--- src/rtl/my_serdes_rx.sv ---
// my_serdes_rx: acquires lock on idle runs, strips idles, and buffers payload words in a first-word-fall-through FIFO
module my_serdes_rx #(
  parameter int FIFOSIZE   = 8,
  parameter int CNTR_WIDTH = 3,
  parameter int LOCK_IDLES = 16
) (
  input  logic        dsp_clk,
  input  logic        dsp_rst_n,
  input  logic [15:0] ser_r,
  input  logic        ser_rklsb,
  input  logic        ser_rkmsb,
  input  logic        ser_rx_err,
  output logic [15:0] rx_dat_o,
  output logic        rx_klsb_o,
  output logic        rx_kmsb_o,
  output logic        rx_rdy,
  input  logic        rx_en,
  output logic        rx_locked,
  output logic        rx_ovf,
  input  logic        rx_ovf_clr
);
  logic [15:0] s_dat;
  logic s_kl, s_km, s_err, s_vld;
  logic is_idle, enq, deq, wr, drop, full, locked_nxt;
  logic [7:0] cnt, cnt_nxt;
  logic [CNTR_WIDTH-1:0] wp, rp, wp_inc;
  logic [17:0] mem [FIFOSIZE];
  always_ff @(posedge dsp_clk or negedge dsp_rst_n)
    if (!dsp_rst_n) begin
      s_dat <= '0;
      s_kl  <= 1'b0;
      s_km  <= 1'b0;
      s_err <= 1'b0;
      s_vld <= 1'b0;
    end else begin
      s_dat <= ser_r;
      s_kl  <= ser_rklsb;
      s_km  <= ser_rkmsb;
      s_err <= ser_rx_err;
      s_vld <= 1'b1;
    end
  assign is_idle = s_vld && s_kl && s_km && s_dat == 16'h3C3C;
  always_ff @(posedge dsp_clk or negedge dsp_rst_n)
    if (!dsp_rst_n) begin
      rx_locked <= 1'b0;
      cnt       <= '0;
    end else begin
      rx_locked <= locked_nxt;
      cnt       <= cnt_nxt;
    end
  // The final idle of the run declares lock on the same edge it is counted.
  always_comb begin
    locked_nxt = rx_locked;
    cnt_nxt    = cnt;
    if (s_vld && rx_locked) locked_nxt = !s_err;
    else if (s_vld && (s_err || !is_idle)) cnt_nxt = '0;
    else if (s_vld && cnt == 8'(LOCK_IDLES - 1)) begin
      locked_nxt = 1'b1;
      cnt_nxt    = '0;
    end else if (s_vld) cnt_nxt = (cnt == 8'hFF) ? cnt : cnt + 8'd1;
  end
  always_comb enq = rx_locked && s_vld && !s_err && !is_idle;
  assign rx_rdy = (wp != rp) || full;
  assign deq    = rx_en && rx_rdy;
  assign wr     = enq && (!full || deq);
  assign drop   = enq && full && !deq;
  assign wp_inc = wp + 1'b1;
  always_ff @(posedge dsp_clk)
    if (wr) mem[wp] <= {s_km, s_kl, s_dat};
  always_ff @(posedge dsp_clk or negedge dsp_rst_n)
    if (!dsp_rst_n) begin
      wp     <= '0;
      rp     <= '0;
      full   <= 1'b0;
      rx_ovf <= 1'b0;
    end else begin
      if (wr) wp <= wp_inc;
      if (deq) rp <= rp + 1'b1;
      if (wr != deq) full <= wr && wp_inc == rp;
      rx_ovf <= drop ? 1'b1 : (rx_ovf_clr ? 1'b0 : rx_ovf);
    end
  assign {rx_kmsb_o, rx_klsb_o, rx_dat_o} = rx_rdy ? mem[rp] : 18'h0;
endmodule

--- config.mk ---
export PLATFORM = sky130hd
export DESIGN_NAME = my_serdes_rx
export DESIGN_NICKNAME = d
export VERILOG_FILES = /design/src/rtl/my_serdes_rx.sv
export SDC_FILE = /design/constraint.sdc
export NUM_CORES = 1
export LEC_CHECK = 0
export CAP_MARGIN = 10
export CORE_MARGIN = 2
export CORE_UTILIZATION = 45
export DETAILED_ROUTE_END_ITERATION = 8
export GPL_ROUTABILITY_DRIVEN = 0
export GPL_TIMING_DRIVEN = 0
export PLACE_DENSITY = 0.6
export SETUP_SLACK_MARGIN = 0.3
export SLEW_MARGIN = 20
export SYNTH_ARGS = -nofsm -noshare
export SYNTH_HDL_FRONTEND = slang
export SYNTH_SLANG_ARGS = --single-unit
--- constraint.sdc ---
create_clock -name dsp_clk -period 7.3 [get_ports dsp_clk]
set_clock_uncertainty 0.15 [all_clocks]
set_input_delay 1.46 -clock dsp_clk [delete_from_list [all_inputs] [get_ports dsp_clk]]
set_output_delay 1.46 -clock dsp_clk [all_outputs]
set_load 0.1 [all_outputs]
## After elaboration in Yosys (flattened, before gate mapping)

Memory sizes are Yosys's and may differ from the RTL's.
Index checks and enable logic that the tools add are counted.

- Add/subtract/negate cells: 3
- Equal/unequal tests: 8
- Multiplexer cells: 12
- Reduce and logical (&&, ||, !) cells: 25
- Bitwise logic cells: 1

Operators by type and width:

| kind | number |
|---|---|
| $mux 8 | 4 |
| $mux 18 | 1 |
| $eq 16x14->1 const B | 1 |
| $logic_and 1x1->1 | 13 |
| $add 8x1->8 const B | 1 |
| $eq 8x4->1 const B | 1 |
| $eq 8x8->1 const B | 1 |
| $mux 1 | 7 |
| $add 3x1->3 const B | 2 |
| $logic_not 1->1 | 4 |
| $reduce_bool 2->1 | 2 |
| $eq 3x3->1 | 1 |
| $logic_or 1x1->1 | 3 |
| $ne 3x3->1 | 1 |
| $ne 3x3->1 const B | 1 |
| $reduce_and 3->1 | 1 |
| $reduce_bool 3->1 | 1 |
| $ne 2x2->1 const B | 1 |
| $reduce_and 2->1 | 1 |
| $ne 1x1->1 | 1 |
| $not 1->1 | 1 |

- Output and inout bits: 21
- Logic and storage cells: 61
- Bits of input ports: 23
- Memories kept: 1
- Register bits after elaboration: 37
- RAM bits: 144

Memories:

| name | depth | bits a word | read ports | clocked after memory_dff | write ports | line | source |
|---|---|---|---|---|---|---|---|
| mem | 8 | 18 | 1 | 0 | 1 | 27 | `logic [17:0] mem [FIFOSIZE];` |

## Longest topological paths before layout

- Word-level depth: 8
- Mapped depth: 7
- Gate-level depth less buffers: 6

## Least setup slack after synthesis

OpenSTA, ideal clock, no wires.

- Path kind: register -> output
- From: register rp[1]
- To: output port rx_dat_o[0]
- Buffers on the path: 2
- Required time: 5.690 ns
- Arrival time: 2.657 ns
- Slack: 3.033 ns
- Cell stages (with the launch flop): 6
- Cell sequence: dfrtp_1 -> buf_1 -> clkbuf_1 -> mux4_2 -> mux2i_1 -> nor2_1

- Longest elaborated chain between the ends: 3
- Elaborated cells between the ends (all ways): 4
- Those cells by class: eq/ne: 1; mux: 1; reduce/logical: 1; memory: 1

Ends and longest elaborated chain:

| what | line | source |
|---|---|---|
| start, declared | 26 | `logic [CNTR_WIDTH-1:0] wp, rp, wp_inc;` |
| start signal, assigned | 78 | `if (deq) rp <= rp + 1'b1;` |
| parallel branches: the longest is 2 deep, another holds $mem_v2 8x18 | n/a |  |
| $mux 18 (*) | 82 | `assign {rx_kmsb_o, rx_klsb_o, rx_dat_o} = rx_rdy ? mem[rp] : 18'h0;` |
| end, declared | 13 | `output logic [15:0] rx_dat_o,` |

Mark *: on every way between the ends.

## Worst setup path in the final report

- From: register rp[1]
- To: output port rx_dat_o[9]

Same word-level chain as after synthesis.

==> impl_metrics.yaml <==
power_and_ir_drop:
  leakagePower_nw: 2.86
  vdd_drop_max_mv: 0.233
  finalPower_mw: 3.39
  power_density_nw_per_um2: 406
setup_path:
  crit_path_max_incr_delay_ns: 1.14
  cp_max_fo: 10
  startpoint: "rp[1]$_DFFE_PN0P_"
  cp_top_family: "buffers and inverters"
  crit_chain: "buf_1 > clkbuf_1 > mux4_2 > mux2i_1 > nor2_1 > clkdlybuf4s50_1"
  r2r_cells: 7
  endpoint: "rx_dat_o[9]"
  r2r_slack_ns: 4.05
  cp.arrival_ns: 3.87
  path_buf_inv: 3
  end_kind: "output port"
  timing.rr.end: "mem[0][13]$_DFFE_PP_"
  critPathKind: "reg -> out"
  critPathRequiredTime_ns: 5.69
  critPathLaunchType: "flip-flop"
  cp.depth: 6
  reg2reg_from: "s_kl$_DFF_PN0_"
  cp_slowest_cell: "clkdlybuf4s50_1"
global_route:
  grt_first_pass_wirelength_um: 21100
  grt_antenna_before_repair: 0
  grt_use_total_pct: 17.8
  grt_max_degree: 27
  gr-total-overflow: 0
  grt_pass1_vias: 3584
clocking:
  cts_hold_buf: 0
  clkTransAtPathRegs_ns: 0.06
  cts_made_buffers: 17
  clk_latency_ns: 0.41
  cts_tree: "built"
  clockBufferDepth: 2
  post_cts_resized: 0
  cts_sinks: 181
  root_buffer: "clkbuf_16"
  cts-htree-levels: 4
  cts_setup_buffers: 0
timing:
  slew_headroom_pct: 34.3
  tightest_slew_ns: 0.983
  slew_violations: 0
  finalCriticalPeriod_ns: 5.48
  max_freq_ghz: 0.182
  hold_viol: 0
  fin_crit_sh_pct: 75.1
  finalSetupTns_ns: 0
  rsz0062_at_grt: "false"
  fin_ws_ns: 1.82
  setup_viol: 0
floorplan:
  dieArea_sq_um: 16600
  die_h_um: 129
  die_w_um: 129
  io_pins: 44
  coreArea_sq_um: 15200
  core.rowCount: 45
  initial_core_util_pct: 46.2
status:
  status: "finished, final reports clean"
yosys:
  yosysTopAreaCell: "edfxtp_1"
  synth_seq_cells: 181
  synth-async-reset-ratio_pct: 20.4
  synth-edff-count: 144
  netlist_instances: 364
  synth_most_common_cell: "edfxtp_1"
  ys_types: 44
  syn-num-nets: 390
  synth_area_per_cell_sq_um: 19.3
  yosysWarnings: 0
  synth_top_cells_by_count: "edfxtp_1, dfrtp_1, mux4_2, nor2_1, mux2i_1"
  ys_seq_area_share_pct: 74.8
  syn_area_sq_um: 7020
  synth_area_leaders: "edfxtp_1, dfrtp_1, mux4_2"
  synth_ff_type: "edfxtp_1"
  synth_top_area_share_pct: 61.6
routing:
  first_pass_iters: 5
  vias_per_cell: 5.50
  drc: 0
  drt-wirelength-per-cell_um: 21.6
  vias: 3483
  dr.first_iter.drc_count: 368
  wl_um: 13700
  ant_nets: 0
final_layout:
  n_antenna_cell: 0
  drive_above_1_share_pct: 20.2
  finalNetCount: 458
  synthToLayoutAreaGrowth_pct: 18.9
run:
  drv_cap: 0
placed_design:
  place_ws_ns: 2.19
  numPortBuffers: 43
  dp_hpwl_um: 8450
hold_path:
  min_path_type: "reg -> reg"
cell families after synthesis:
group	Yosys count	share of synthesized area, %
buffers and inverters	17	0.998
XOR/XNOR	9	1.12
AO/OA/AOI/OAI	22	2.26
other	1	0.0534
multiplexers	57	14.6
AND/OR/NAND/NOR	74	5.68
adder cells (fa/ha/maj)	3	0.535
flip-flops	181	74.8
power by group:
part	internal [mW]	total (mW)	switching, mW
registers	1.13	1.15	0.0230
logic	0.417	1.39	0.974
clock network	0.497	0.850	0.353
total	2.04	3.39	1.35
final cells by class:
cell class                 instances  area, sq um
multi-input combinational        166         1760
clock inverter                    12          113
tap                              188          235
buffer                            14         58.8
clock buffer                      20          437
timing repair buffer              49          490
sequential                       181         5250
fill                            1217         6850
inverter                           3         11.3
how the worst min path moves through the flow:
stage | to | slack, ns | cells after the start | from
3_3_place_gp | cnt[1]$_DFFE_PN0P_ | 0.36 | 1 | cnt[1]$_DFFE_PN0P_
5_1_grt | cnt[1]$_DFFE_PN0P_ | 0.42 | 1 | cnt[1]$_DFFE_PN0P_
6_report | cnt[2]$_DFFE_PN0P_ | 0.38 | 1 | cnt[2]$_DFFE_PN0P_
3_5_place_dp | cnt[2]$_DFFE_PN0P_ | 0.37 | 1 | cnt[2]$_DFFE_PN0P_
4_1_cts | cnt[2]$_DFFE_PN0P_ | 0.39 | 1 | cnt[2]$_DFFE_PN0P_
2_1_floorplan | cnt[2]$_DFFE_PN0P_ | 0.34 | 1 | cnt[2]$_DFFE_PN0P_
worst reg2reg max path, stage by stage (launching register included):
cell and delay [ns]:
dfrtp_1 0.55, nand4_1 0.16, nor4_1 0.77, nand3_2 0.35
nand4b_1 0.44, nor3_2 0.21, buf_6 0.19, buf_4 0.19
state kept, by name (all words and copies together), names as in the netlist:
register / count
s_km: 1
s_kl: 1
rx_ovf: 1
full: 1
wp: 3
s_vld: 1
s_err: 1
rx_locked: 1
rp: 3
cnt: 8
s_dat: 16
mem: 144
per-stage QoR:
step	cells	hold slack, ns	utilization [%]	cell area, sq um
CTS	633	0.389	54.9	8350
global route	633	0.424	54.9	8350
finish	633	0.379	54.9	8350
floorplan	364	0.339	-	7020
global placement	595	0.364	50.6	7690
detailed placement	601	0.374	51.3	7800
layer usage:
metal / wire [um] / global-route usage [%] / vias to the layer above
met1: 6530 / 26.4 / 1812
met5: 0 / 0 / -
li1: - / - / 1592
met2: 6540 / 26.6 / 75
met4: 93 / 5.18 / 0
met3: 485 / 4.24 / 4
layout by cell type, fill, tap and decap left out, types with 4 or more instances in the layout:
| cell | instances |
|---|---|
| buf_2 | 6 |
| nor2_1 | 20 |
| mux2i_1 | 18 |
| clkbuf_16 | 17 |
| nor2_4 | 6 |
| clkinv_1 | 4 |
| xnor2_1 | 6 |
| nor3_1 | 5 |
| dfrtp_1 | 37 |
| edfxtp_1 | 144 |
| nand2b_1 | 4 |
| nand4_1 | 7 |
| clkbuf_1 | 11 |
| clkdlybuf4s50_1 | 42 |
| mux4_2 | 36 |
| nand2_1 | 11 |
Power figures use the tool's default switching activity.
